--- src/rtl/axi_bresp_gen.sv ---
// AXI write-response generator: merges per-beat AHB HRESP codes popped from the
// response FIFO into one B-channel response per burst, returned in AW order.
module axi_bresp_gen #(
    parameter int unsigned ID_W      = 4,
    parameter int unsigned OST_DEPTH = 4
) (
    input  logic            rclk,
    input  logic            reset,
    input  logic            aw_push,
    input  logic [ID_W-1:0] aw_id,
    input  logic [7:0]      aw_len,
    output logic            aw_full,
    output logic            ovf_err,
    input  logic            resp_empty,
    input  logic [1:0]      resp_data,
    output logic            resp_read_en,
    output logic [ID_W-1:0] bid,
    output logic [1:0]      bresp,
    output logic            bvalid,
    input  logic            bready
);

    localparam int unsigned PTR_W = $clog2(OST_DEPTH);
    localparam int unsigned CNT_W = PTR_W + 1;
    localparam logic [PTR_W-1:0] PTR_ONE  = 1;
    localparam logic [CNT_W-1:0] CNT_ONE  = 1;
    localparam logic [CNT_W-1:0] CNT_FULL = CNT_W'(OST_DEPTH);

    typedef enum logic [1:0] {
        IDLE    = 2'd0,
        COLLECT = 2'd1,
        RESP    = 2'd2
    } state_t;

    state_t state, state_nxt;

    logic [ID_W-1:0]  q_id  [OST_DEPTH];
    logic [7:0]       q_len [OST_DEPTH];
    logic [PTR_W-1:0] wr_ptr, rd_ptr;
    logic [CNT_W-1:0] count;
    logic [7:0]       beat_cnt;
    logic             err_acc;

    logic q_push, q_pop, beat_err, last_beat;

    assign aw_full   = (count == CNT_FULL);
    assign q_push    = aw_push && !aw_full;
    assign beat_err  = (resp_data != 2'b00);
    assign last_beat = (beat_cnt == 8'd0);
    assign q_pop     = resp_read_en && last_beat;

    always_ff @(posedge rclk) begin
        if (reset) state <= IDLE;
        else       state <= state_nxt;
    end

    always_comb begin
        state_nxt    = state;
        resp_read_en = 1'b0;
        case (state)
            IDLE: begin
                if (count != '0) state_nxt = COLLECT;
            end
            COLLECT: begin
                resp_read_en = !resp_empty;
                if (!resp_empty && last_beat) state_nxt = RESP;
            end
            RESP: begin
                if (bready) state_nxt = IDLE;
            end
            default: state_nxt = IDLE;
        endcase
    end

    // Queue storage carries no reset; validity is tracked by count/pointers.
    always_ff @(posedge rclk) begin
        if (q_push) begin
            q_id[wr_ptr]  <= aw_id;
            q_len[wr_ptr] <= aw_len;
        end
    end

    always_ff @(posedge rclk) begin
        if (reset) begin
            wr_ptr   <= '0;
            rd_ptr   <= '0;
            count    <= '0;
            ovf_err  <= 1'b0;
            beat_cnt <= '0;
            err_acc  <= 1'b0;
            bid      <= '0;
            bresp    <= 2'b00;
            bvalid   <= 1'b0;
        end else begin
            if (q_push)             wr_ptr  <= wr_ptr + PTR_ONE;
            if (q_pop)              rd_ptr  <= rd_ptr + PTR_ONE;
            if (aw_push && aw_full) ovf_err <= 1'b1;

            case ({q_push, q_pop})
                2'b10:   count <= count + CNT_ONE;
                2'b01:   count <= count - CNT_ONE;
                default: count <= count;
            endcase

            case (state)
                IDLE: begin
                    if (count != '0) begin
                        beat_cnt <= q_len[rd_ptr];
                        err_acc  <= 1'b0;
                    end
                end
                COLLECT: begin
                    if (resp_read_en) begin
                        if (!last_beat) begin
                            beat_cnt <= beat_cnt - 8'd1;
                            err_acc  <= err_acc | beat_err;
                        end else begin
                            // Any non-OKAY HRESP (ERROR/RETRY/SPLIT) maps to SLVERR.
                            bid    <= q_id[rd_ptr];
                            bresp  <= {err_acc | beat_err, 1'b0};
                            bvalid <= 1'b1;
                        end
                    end
                end
                RESP: begin
                    if (bready) bvalid <= 1'b0;
                end
                default: ;
            endcase
        end
    end

endmodule

--- config.mk ---
export PLATFORM = sky130hd
export DESIGN_NAME = axi_bresp_gen
export DESIGN_NICKNAME = d
export VERILOG_FILES = /design/src/rtl/axi_bresp_gen.sv
export SDC_FILE = /design/constraint.sdc
export NUM_CORES = 1
export LEC_CHECK = 0
export CORE_MARGIN = 4
export CORE_UTILIZATION = 40
export CTS_CLUSTER_DIAMETER = 200
export CTS_CLUSTER_SIZE = 28
export DETAILED_ROUTE_END_ITERATION = 10
export GPL_TIMING_DRIVEN = 0
export PLACE_DENSITY = 0.61
export SKIP_LAST_GASP = 1
export SYNTH_ARGS = -nofsm -noshare
export SYNTH_HDL_FRONTEND = slang
export SYNTH_SLANG_ARGS = --single-unit
--- constraint.sdc ---
create_clock -name rclk -period 3 [get_ports rclk]
set_input_delay 0.6 -clock rclk [delete_from_list [all_inputs] [get_ports rclk]]
set_output_delay 0.6 -clock rclk [all_outputs]
set_load 0.005 [all_outputs]
Word-level counts from Yosys, hierarchy flattened
Memories as Yosys holds them, arrays and structs flattened. A register that Yosys moved wholly into a read port is not among the register bits.
Index checks and enable logic that the tools add are counted.
{ "word_totals": {"input_bits": 19, "elab_cells": 67, "regBits": 21, "n_memories": 2, "mem_bits_rw": 48} }
{ "op_classes": {"n_bitwise": 1, "addsub": 5, "reduce_logical": 17, "mux": 22, "n_eq_ne": 11} }
{ "memory_table": {"columns": ["memory", "depth", "width", "rd", "rd_clocked_by_memory_dff", "wr", "line", "source"], "rows": [
  ["q_len", 4, 8, 1, 1, 1, "38", "logic [7:0] q_len [OST_DEPTH];"],
  ["q_id", 4, 4, 1, 1, 1, "37", "logic [ID_W-1:0] q_id [OST_DEPTH];"]
]} }
{ "ops": {"columns": ["operator", "count"], "rows": [
  ["$mux 8", 3],
  ["$pmux 8 s2", 1],
  ["$ne 2x2->1 const B", 6],
  ["$mux 2", 5],
  ["$mux 1", 9],
  ["$logic_not 8->1", 1],
  ["$reduce_and 4->1", 2],
  ["$reduce_bool 2->1", 4],
  ["$sub 8x1->8 const B", 1],
  ["$pmux 2 s3", 1],
  ["$pmux 3 s2", 1],
  ["$reduce_and 3->1", 2],
  ["$add 2x1->2 const B", 2],
  ["$eq 2x1->1 const B", 2],
  ["$eq 2x2->1 const B", 2],
  ["$logic_and 1x1->1", 4],
  ["$pmux 1 s2", 2],
  ["$add 3x1->3 const B", 1],
  ["$eq 3x3->1 const B", 1],
  ["$reduce_bool 3->1", 1],
  ["$sub 3x1->3 const B", 1],
  ["$logic_not 1->1", 2],
  ["$logic_not 2->1", 1],
  ["$or 1x1->1", 1]
]} }

Depth between registers and ports, before layout
Gate-level depths: netlist of run 1.
{ "logic_depth": {"ltp_word": 5, "depth_mapped": 9, "ltp_nobuf": 9} }

Worst setup path before layout of run 1
OpenSTA, ideal clock, no wires.
{ "synth_timing": {"path_type": "reg-to-reg", "start": "register beat_cnt[0]", "end": "register count[2]", "n_path_buf": 0, "t_arrival_ns": 2.084, "period_less_slack_ns": 2.208, "path_stages_with_launch": 10, "t_required_ns": 2.877, "setup_slack_ns": 0.792, "path_cell_list": "dfxtp_1 > inv_1 > ha_1 > nor3b_2 > nand3_1 > nor2_1 > fa_1 > nand4b_1 > a2bb2oi_1 > mux2_1"} }
{ "synth_via": {"elab_chain_cells": 4} }
{ "synth_rtl": {"columns": ["element", "line", "source"], "rows": [
  ["start, declared", "41", "logic [7:0] beat_cnt;"],
  ["start signal, assigned", "108", "beat_cnt <= q_len[rd_ptr];"],
  ["start signal, assigned", "115", "beat_cnt <= beat_cnt - 8'd1;"],
  ["$logic_not 8->1 *", "49", "assign last_beat = (beat_cnt == 8'd0);"],
  ["$logic_and 1x1->1 *", "50", "assign q_pop = resp_read_en && last_beat;"],
  ["$eq 2x1->1 or $eq 2x2->1 (tied branches)", "99", "case ({q_push, q_pop})"],
  ["$pmux 3 s2 or $reduce_bool 2->1 (tied branches)", null, null],
  ["end signal, assigned", "100", "2'b10: count <= count + CNT_ONE;"],
  ["end signal, assigned", "101", "2'b01: count <= count - CNT_ONE;"],
  ["end signal, assigned", "102", "default: count <= count;"],
  ["end, declared", "40", "logic [CNT_W-1:0] count;"]
]} }
Every way passes the cells marked *; elsewhere a longest branch is shown, timed or not.
A chain may end at the register's enable or synchronous reset.

Worst setup path in the final report of run 1
Ends and elaborated chain as after synthesis.

==> results of run 1 <==
-- worst max path at each step --
stage / from / to / slack (ns) / depth (start not counted)
2_1_floorplan: beat_cnt[0] / count[2] / 0.79 / 9
3_3_place_gp: resp_empty / count[2] / 0.06 / 8
3_5_place_dp: resp_empty / count[2] / 0.04 / 8
4_1_cts: beat_cnt[0] / count[2] / 0.28 / 9
5_1_grt: beat_cnt[0] / count[2] / 0.07 / 9
6_report: beat_cnt[0] / count[2] / 0.29 / 9
-- state kept, by name, indices dropped and copies added (netlist names), named ones only --
signal / count
rd_ptr: 2
bresp: 1
err_acc: 1
ovf_err: 1
bid: 4
bvalid: 1
beat_cnt: 8
count: 3
q_len: 32
wr_ptr: 2
q_id: 16
state: 2
-- per-stage QoR --
| stage | std cells | hold slack [ns] | instance area (um2) | util, % |
|---|---|---|---|---|
| 2_1_floorplan | 236 | 0.437 | 3190 | - |
| 3_3_place_gp | 364 | 0.445 | 3570 | 46.2 |
| 3_5_place_dp | 364 | 0.451 | 3570 | 46.2 |
| 4_1_cts | 380 | 0.459 | 3780 | 48.9 |
| 5_1_grt | 380 | 0.479 | 3780 | 48.9 |
| 6_report | 380 | 0.454 | 3780 | 48.9 |
-- power groups by stage --
| stage | sequential, W | combinational, W | clock (W) |
|---|---|---|---|
| floorplan | 0.00136 | 0.000703 | 0 |
| global placement | 0.00138 | 0.000941 | 0 |
| detailed placement | 0.00139 | 0.000952 | 0 |
| CTS | 0.00137 | 0.000960 | 0.000808 |
| global route | 0.00139 | 0.00107 | 0.000856 |
| finish | 0.00137 | 0.000956 | 0.000789 |
-- area by class of cell --
cell class,instances,area (um2),share of cell area (%)
sequential,75,1980,52.5
timing repair buffer,26,260,6.89
clock inverter,5,61.3,1.62
inverter,8,30.0,0.795
buffer,11,56.3,1.49
multi-input combinational,142,1120,29.6
tap,102,128,3.38
clock buffer,11,141,3.74
-- metal layers --
layer	wire length [um]	part of all wire, %	global-route usage [%]	up-vias
met5	0	0	0	-
met3	257	4.1	3.80	4
met2	2990	48	21.1	39
li1	-	-	-	966
met1	2900	47	19.1	971
met4	49	0.79	5.64	0
-- worst register-to-register path, delay by kind of cell, from the launching register on --
kind	cells	cell delay, ns
DFF	1	0.34
adders and majority gates	2	0.42
muxes	1	0.34
and+or+nand+nor	4	1.22
buffers and inverters	1	0.08
AOI/OAI and AO/OA	1	0.19
-- cell families after synthesis --
family          count (synthesis)  share of synthesized area, %
flops                          75                          62.2
buf+inv                        19                          2.71
other cells                     1                         0.118
fa+ha+maj                       6                          2.59
simple gates                   69                          12.3
mux                            19                          9.70
compound gates                 43                          8.99
xor+xnor                        4                          1.34
-- cells in the mapped netlist (2+ instances only) --
cell type | instances | area [um2]
nor3_1 | 5 | 25.0
and3_1 | 2 | 12.5
xnor2_1 | 2 | 17.5
nor4_1 | 3 | 18.8
nand4_1 | 2 | 12.5
a221oi_1 | 2 | 17.5
nand2_1 | 16 | 60.1
clkbuf_1 | 6 | 22.5
buf_2 | 3 | 15.0
a2bb2oi_1 | 2 | 17.5
a21oi_1 | 16 | 80.1
inv_1 | 8 | 30.0
edfxtp_1 | 48 | 1440
ha_1 | 5 | 62.6
a31oi_1 | 4 | 25.0
mux2i_1 | 8 | 80.1
nand3_1 | 4 | 20.0
nor2b_1 | 4 | 25.0
and2_1 | 4 | 25.0
o32ai_1 | 2 | 17.5
nor3b_2 | 2 | 25.0
o21ai_0 | 2 | 10.0
mux4_2 | 9 | 203
dfxtp_1 | 27 | 541
nor2_1 | 15 | 56.3
o22ai_1 | 6 | 37.5
-- cell usage in the layout (no fill, tap or decap), drive strengths merged, types with 2 or more instances in the layout --
master         instances
edfxtp                48
dfxtp                 27
clkdlybuf4s50         26
clkbuf                17
nand2                 16
a21oi                 16
nor2                  15
mux4                   9
inv                    9
mux2i                  8
o22ai                  6
nor3                   5
ha                     5
buf                    5
nor2b                  4
nand3                  4
and2                   4
a31oi                  4
nor4                   4
o21ai                  4
clkinvlp               3
nor3b                  3
xnor2                  3
a221oi                 3
or2                    3
nand4                  2
and3                   2
a2bb2oi                2
o32ai                  2
mux2                   2
==> impl_metrics.yaml, run 1 <==
run_status:
  status: "completed"
cts:
  cts_buffers: 9
  postCtsSetupBuffers: 0
  clock_path_buffers: 2
  htreeDepth: 3
  cts_tree: "yes"
  cts_resized: 0
  clk_pin_slew_ns: 0.08
  clock_latency_ns: 0.34
  cts_sinks: 75
  ctsHoldBuffers: 0
  cts-root-buf: "clkbuf_8"
worst_setup_path:
  reg2reg_to: "count[2]"
  reg2reg_from: "beat_cnt[0]"
  r2r_slack_ns: 0.29
  crit_chain: "inv_1 > ha_1 > nor3b_2 > nand3_1 > nor2_1 > fa_1 > nand4b_1 > a2bb2oi_1 > mux2_1"
  slowest_stage: "nor3b_2"
  cp_num_buf_inv: 1
  crit_path_end_kind: "flop"
  start_kind: "flop"
  crit_required_ns: 3.22
  reg2reg_depth: 9
  critPathMaxFanout: 9
  arrival_ns: 2.93
  slowest_delay_ns: 0.51
  crit_family: "simple AND/OR/NAND/NOR gates"
  crit_type: "flop to flop"
pwr:
  power_frac_comb_pct: 30.7
  p_int_w: 0.00208
  switching_share_pct: 33.2
  finalPower_w: 0.00311
  clkPwrFrac_pct: 25.4
  power_density_mw_per_mm2: 824
  power_leakage_nw: 1.26
  p_switching_w: 0.00103
  seqPwrFrac_pct: 43.9
  ir_worst_vdd_uv: 338
route:
  wl_per_cell_um: 16.3
  vias: 1980
  drt_iter0_drc: 77
  wirelength_mm: 6.20
  firstDrtPassIters: 4
  drt-vias-per-instance: 5.21
  drc: 0
  drtAntennaViolNets: 0
placed_design:
  io_buffers: 26
  dp_hpwl_mm: 4.24
  gp_congestion: 0.879
  dp_slack_ns: 0.0378
sta:
  post-route-period-util_pct: 90.3
  setup_ws_ns: 0.291
  final_hold_viol_count: 0
  relSlewSlack_pct: 37.8
  fin_setup_tns_ns: 0
  fmaxAchievable_mhz: 369
  period_minus_slack_ns: 2.71
  drv_slew: 0
  clock-skew-final_ns: 0.00671
  rsz0062_at_grt: "no"
  tightestPinTransition_ns: 0.925
  setup_viol: 0
synth:
  synth_edf_count: 48
  syn_inst: 236
  synth_seq_area_share_pct: 62.2
  syn-num-nets: 261
  synthFlopType: "edfxtp_1"
  synth_area_mm2: 0.00319
  yosys_warnings: 0
  synth.distinct_cells: 55
  synth.avg_cell_area_um2: 13.5
  async_reset_ff_share_pct: 0
  synth_seq_cells: 75
layout:
  synthToLayoutAreaGrowth_pct: 18.5
  nets: 298
  drive_gt1_share_pct: 14.7
  n_antenna_cell: 0
  fill_cells: 676
die:
  dieArea_mm2: 0.00946
  die_h_um: 97.2
  start_util_pct: 41.2
  rows: 32
  io_pins: 29
  die_w_um: 97.2
  core-area_mm2: 0.00773
hold_path:
  min_path_cells: 2
  hp-class: "flop to flop"
  timing.hold.worst_endpoint: "bid[1]"
  hp-start: "bid[1]"
flow_run:
  maxCapViolCount: 0
grt:
  antenna_found_initial: 0
  grt_pass1_vias: 2049
  grt_use_total_pct: 14.0
  grt_pass1_wl_mm: 10.5
  grt_overflow: 0
  grt_max_degree: 14
No activity file was read; power rests on OpenSTA's default activity.
==> run 2: changes to the inputs <==
--- a/config.mk
+++ b/config.mk
@@ -5,6 +5,7 @@
 export SDC_FILE = /design/constraint.sdc
 export NUM_CORES = 1
 export LEC_CHECK = 0
+export ABC_AREA = 1
 export CORE_MARGIN = 4
 export CORE_UTILIZATION = 40
 export CTS_CLUSTER_DIAMETER = 200
==> impl_metrics.yaml, run 2 <==
placed_design:
  place_area_mm2: 0.00375
  io_buffers: 26
  dp_hpwl_mm: 4.64
  gp_congestion: 0.790
synth:
  synth_top_area_share_pct: 42.9
  synth_top_family_by_area: "simple AND/OR/NAND/NOR gates"
  synthFlopType: "edfxtp_1"
  yosysMostFrequentCell: "nand2_1"
  syn_inst: 353
  async_reset_ff_share_pct: 0
  synth.area.top_cells: "edfxtp_1 43%, dfxtp_1 16%, nand2_1 7.5%"
  synth_area_mm2: 0.00336
  synth.distinct_cells: 35
  synth-xor-area-share_pct: 0
  synth_seq_cells: 75
  synth_edf_count: 48
  ys_top_cells_by_count: "67 x nand2_1, 55 x nor2_1, 48 x edfxtp_1, 30 x inv_1, 28 x o21ai_0"
  synthSimpleGateAreaFrac_pct: 23.6
  synth_seq_area_share_pct: 59.0
  yosys_warnings: 0
  synth.avg_cell_area_um2: 9.52
  synth_compound_area_share_pct: 8.41
  yosys.area_share.adder_pct: 2.46
  yosysTopAreaCell: "edfxtp_1"
  synthMuxAreaShare_pct: 0
  syn-num-nets: 378
cts:
  htreeDepth: 3
  cts_sinks: 75
  clock_latency_ns: 0.35
  ctsHoldBuffers: 0
  cts_buffers: 9
  cts_tree: "yes"
  cts_resized: 0
  postCtsSetupBuffers: 0
  cts-root-buf: "clkbuf_8"
  clock_path_buffers: 2
  clk_pin_slew_ns: 0.08
layout:
  largest_reg_flops: 32
  regArea_mm2: 0.00198
  utilization_pct: 48.3
  multiInputGateArea_mm2: 0.00116
  nets: 415
  fill_cells: 766
  layout_commonest_cell: "nand2_1"
  regMostFlops: "q_len"
  final_area_mm2: 0.00397
  final_cell_mix: "67 x nand2_1, 55 x nor2_1, 48 x edfxtp_1, 30 x inv_1, 28 x o21ai_0"
  synthToLayoutAreaGrowth_pct: 18.0
  n_antenna_cell: 0
  drive_gt1_share_pct: 10.9
  reg_top3: "q_len x32, q_id x16, beat_cnt x8"
sta:
  clock-skew-final_ns: 0.0125
  fin_setup_tns_ns: 0
  post-route-period-util_pct: 85.5
  rsz0062_at_grt: "no"
  period_minus_slack_ns: 2.56
  setup_viol: 0
  final_hold_viol_count: 0
  relSlewSlack_pct: 14.1
  timing.hold.ws_ns: 0.453
  fmaxAchievable_mhz: 390
  drv_slew: 0
  tightestPinTransition_ns: 1.28
pwr:
  ir_worst_vdd_uv: 375
  power_leakage_nw: 1.57
  finalPower_w: 0.00310
  power_density_mw_per_mm2: 781
die:
  core-area_mm2: 0.00822
  die_w_um: 99.7
  die_h_um: 99.7
  start_util_pct: 40.9
  dieArea_mm2: 0.00994
  rows: 33
  io_pins: 29
grt:
  grt_use_total_pct: 14.7
  antenna_found_initial: 0
  grt_max_degree: 14
  grt_pass1_vias: 2369
  grt_pass1_wl_mm: 11.3
  grt_overflow: 0
route:
  wl_per_cell_um: 13.9
  vias: 2441
  drt-vias-per-instance: 4.88
  drc: 0
  firstDrtPassIters: 4
  drt_iter0_drc: 101
  drtAntennaViolNets: 0
  wirelength_mm: 6.93
worst_setup_path:
  crit_type: "primary input to primary output"
  crit_required_ns: 2.40
  slowest_stage: "clkdlybuf4s50_1"
  crit_chain: "clkdlybuf4s50_1 > nor2_8 > clkdlybuf4s50_1"
  start_kind: "primary input"
  critPathMaxFanout: 10
  arrival_ns: 1.96
  crit_path_end_kind: "primary output"
  path_common_cell: "clkdlybuf4s50_1"
  slowest_delay_ns: 0.55
flow_run:
  maxCapViolCount: 0
run_status:
  status: "completed"
hold_path:
  hp-class: "flop to flop"
==> run 2: cell count changes after synthesis, sizes merged, moves of 9 or more <==
cell   change
mux4       -9
nand2     +55
inv       +26
nor2      +45
nand3     +24
o21ai     +25
==> run 2: stage by stage <==
stage	setup slack [ns]	std cells
5_1_grt	0.391	500
4_1_cts	0.426	500
3_5_place_dp	0.249	484
2_1_floorplan	1.10	353
3_3_place_gp	0.212	484
6_report	0.436	500
==> run 2: kinds of logic after synthesis <==
logic type	after synthesis
other	1
AOI/OAI and AO/OA	54
adders and majority gates	6
buffers and inverters	46
DFF	75
and+or+nand+nor	171
==> run 2: final timing paths <==
path | depth (start not counted) | slack (ns) | to | from
setup reg to reg | 5 | 0.85 | q_len[0][3] | count[0]
hold reg to reg | 2 | 0.45 | ovf_err | ovf_err
setup / recovery | 3 | 0.44 | resp_read_en | resp_empty
hold / removal | 2 | 0.45 | ovf_err | ovf_err
==> run 2: layer usage <==
metal	routed length, um	track usage, %	share of wire [%]
met4	73	5.88	1.1
met1	3230	18.6	47
met3	204	3.44	2.9
met5	0	0	0
met2	3420	24.4	49
==> run 2: cell type report <==
cell class	instances	area share, %
Clock buffer	10	3.22
Clock inverter	6	2.21
Tap cell	105	3.31
Multi-Input combinational cell	232	29.3
Inverter	34	3.28
Timing Repair Buffer	26	6.56
Buffer	12	2.21
Sequential cell	75	49.9
==> run 2: critical path, delay by kind of cell <==
| family | cells | cell delay [ns] |
|---|---|---|
| buffers and inverters | 2 | 1.09 |
| and+or+nand+nor | 1 | 0.27 |
==> run 2: where the power goes <==
group | internal [W] | switching [W] | leakage (nW)
combinational | 0.000348 | 0.000594 | 0.800
clock | 0.000470 | 0.000385 | 0.111
sequential | 0.00121 | 0.0000903 | 0.662
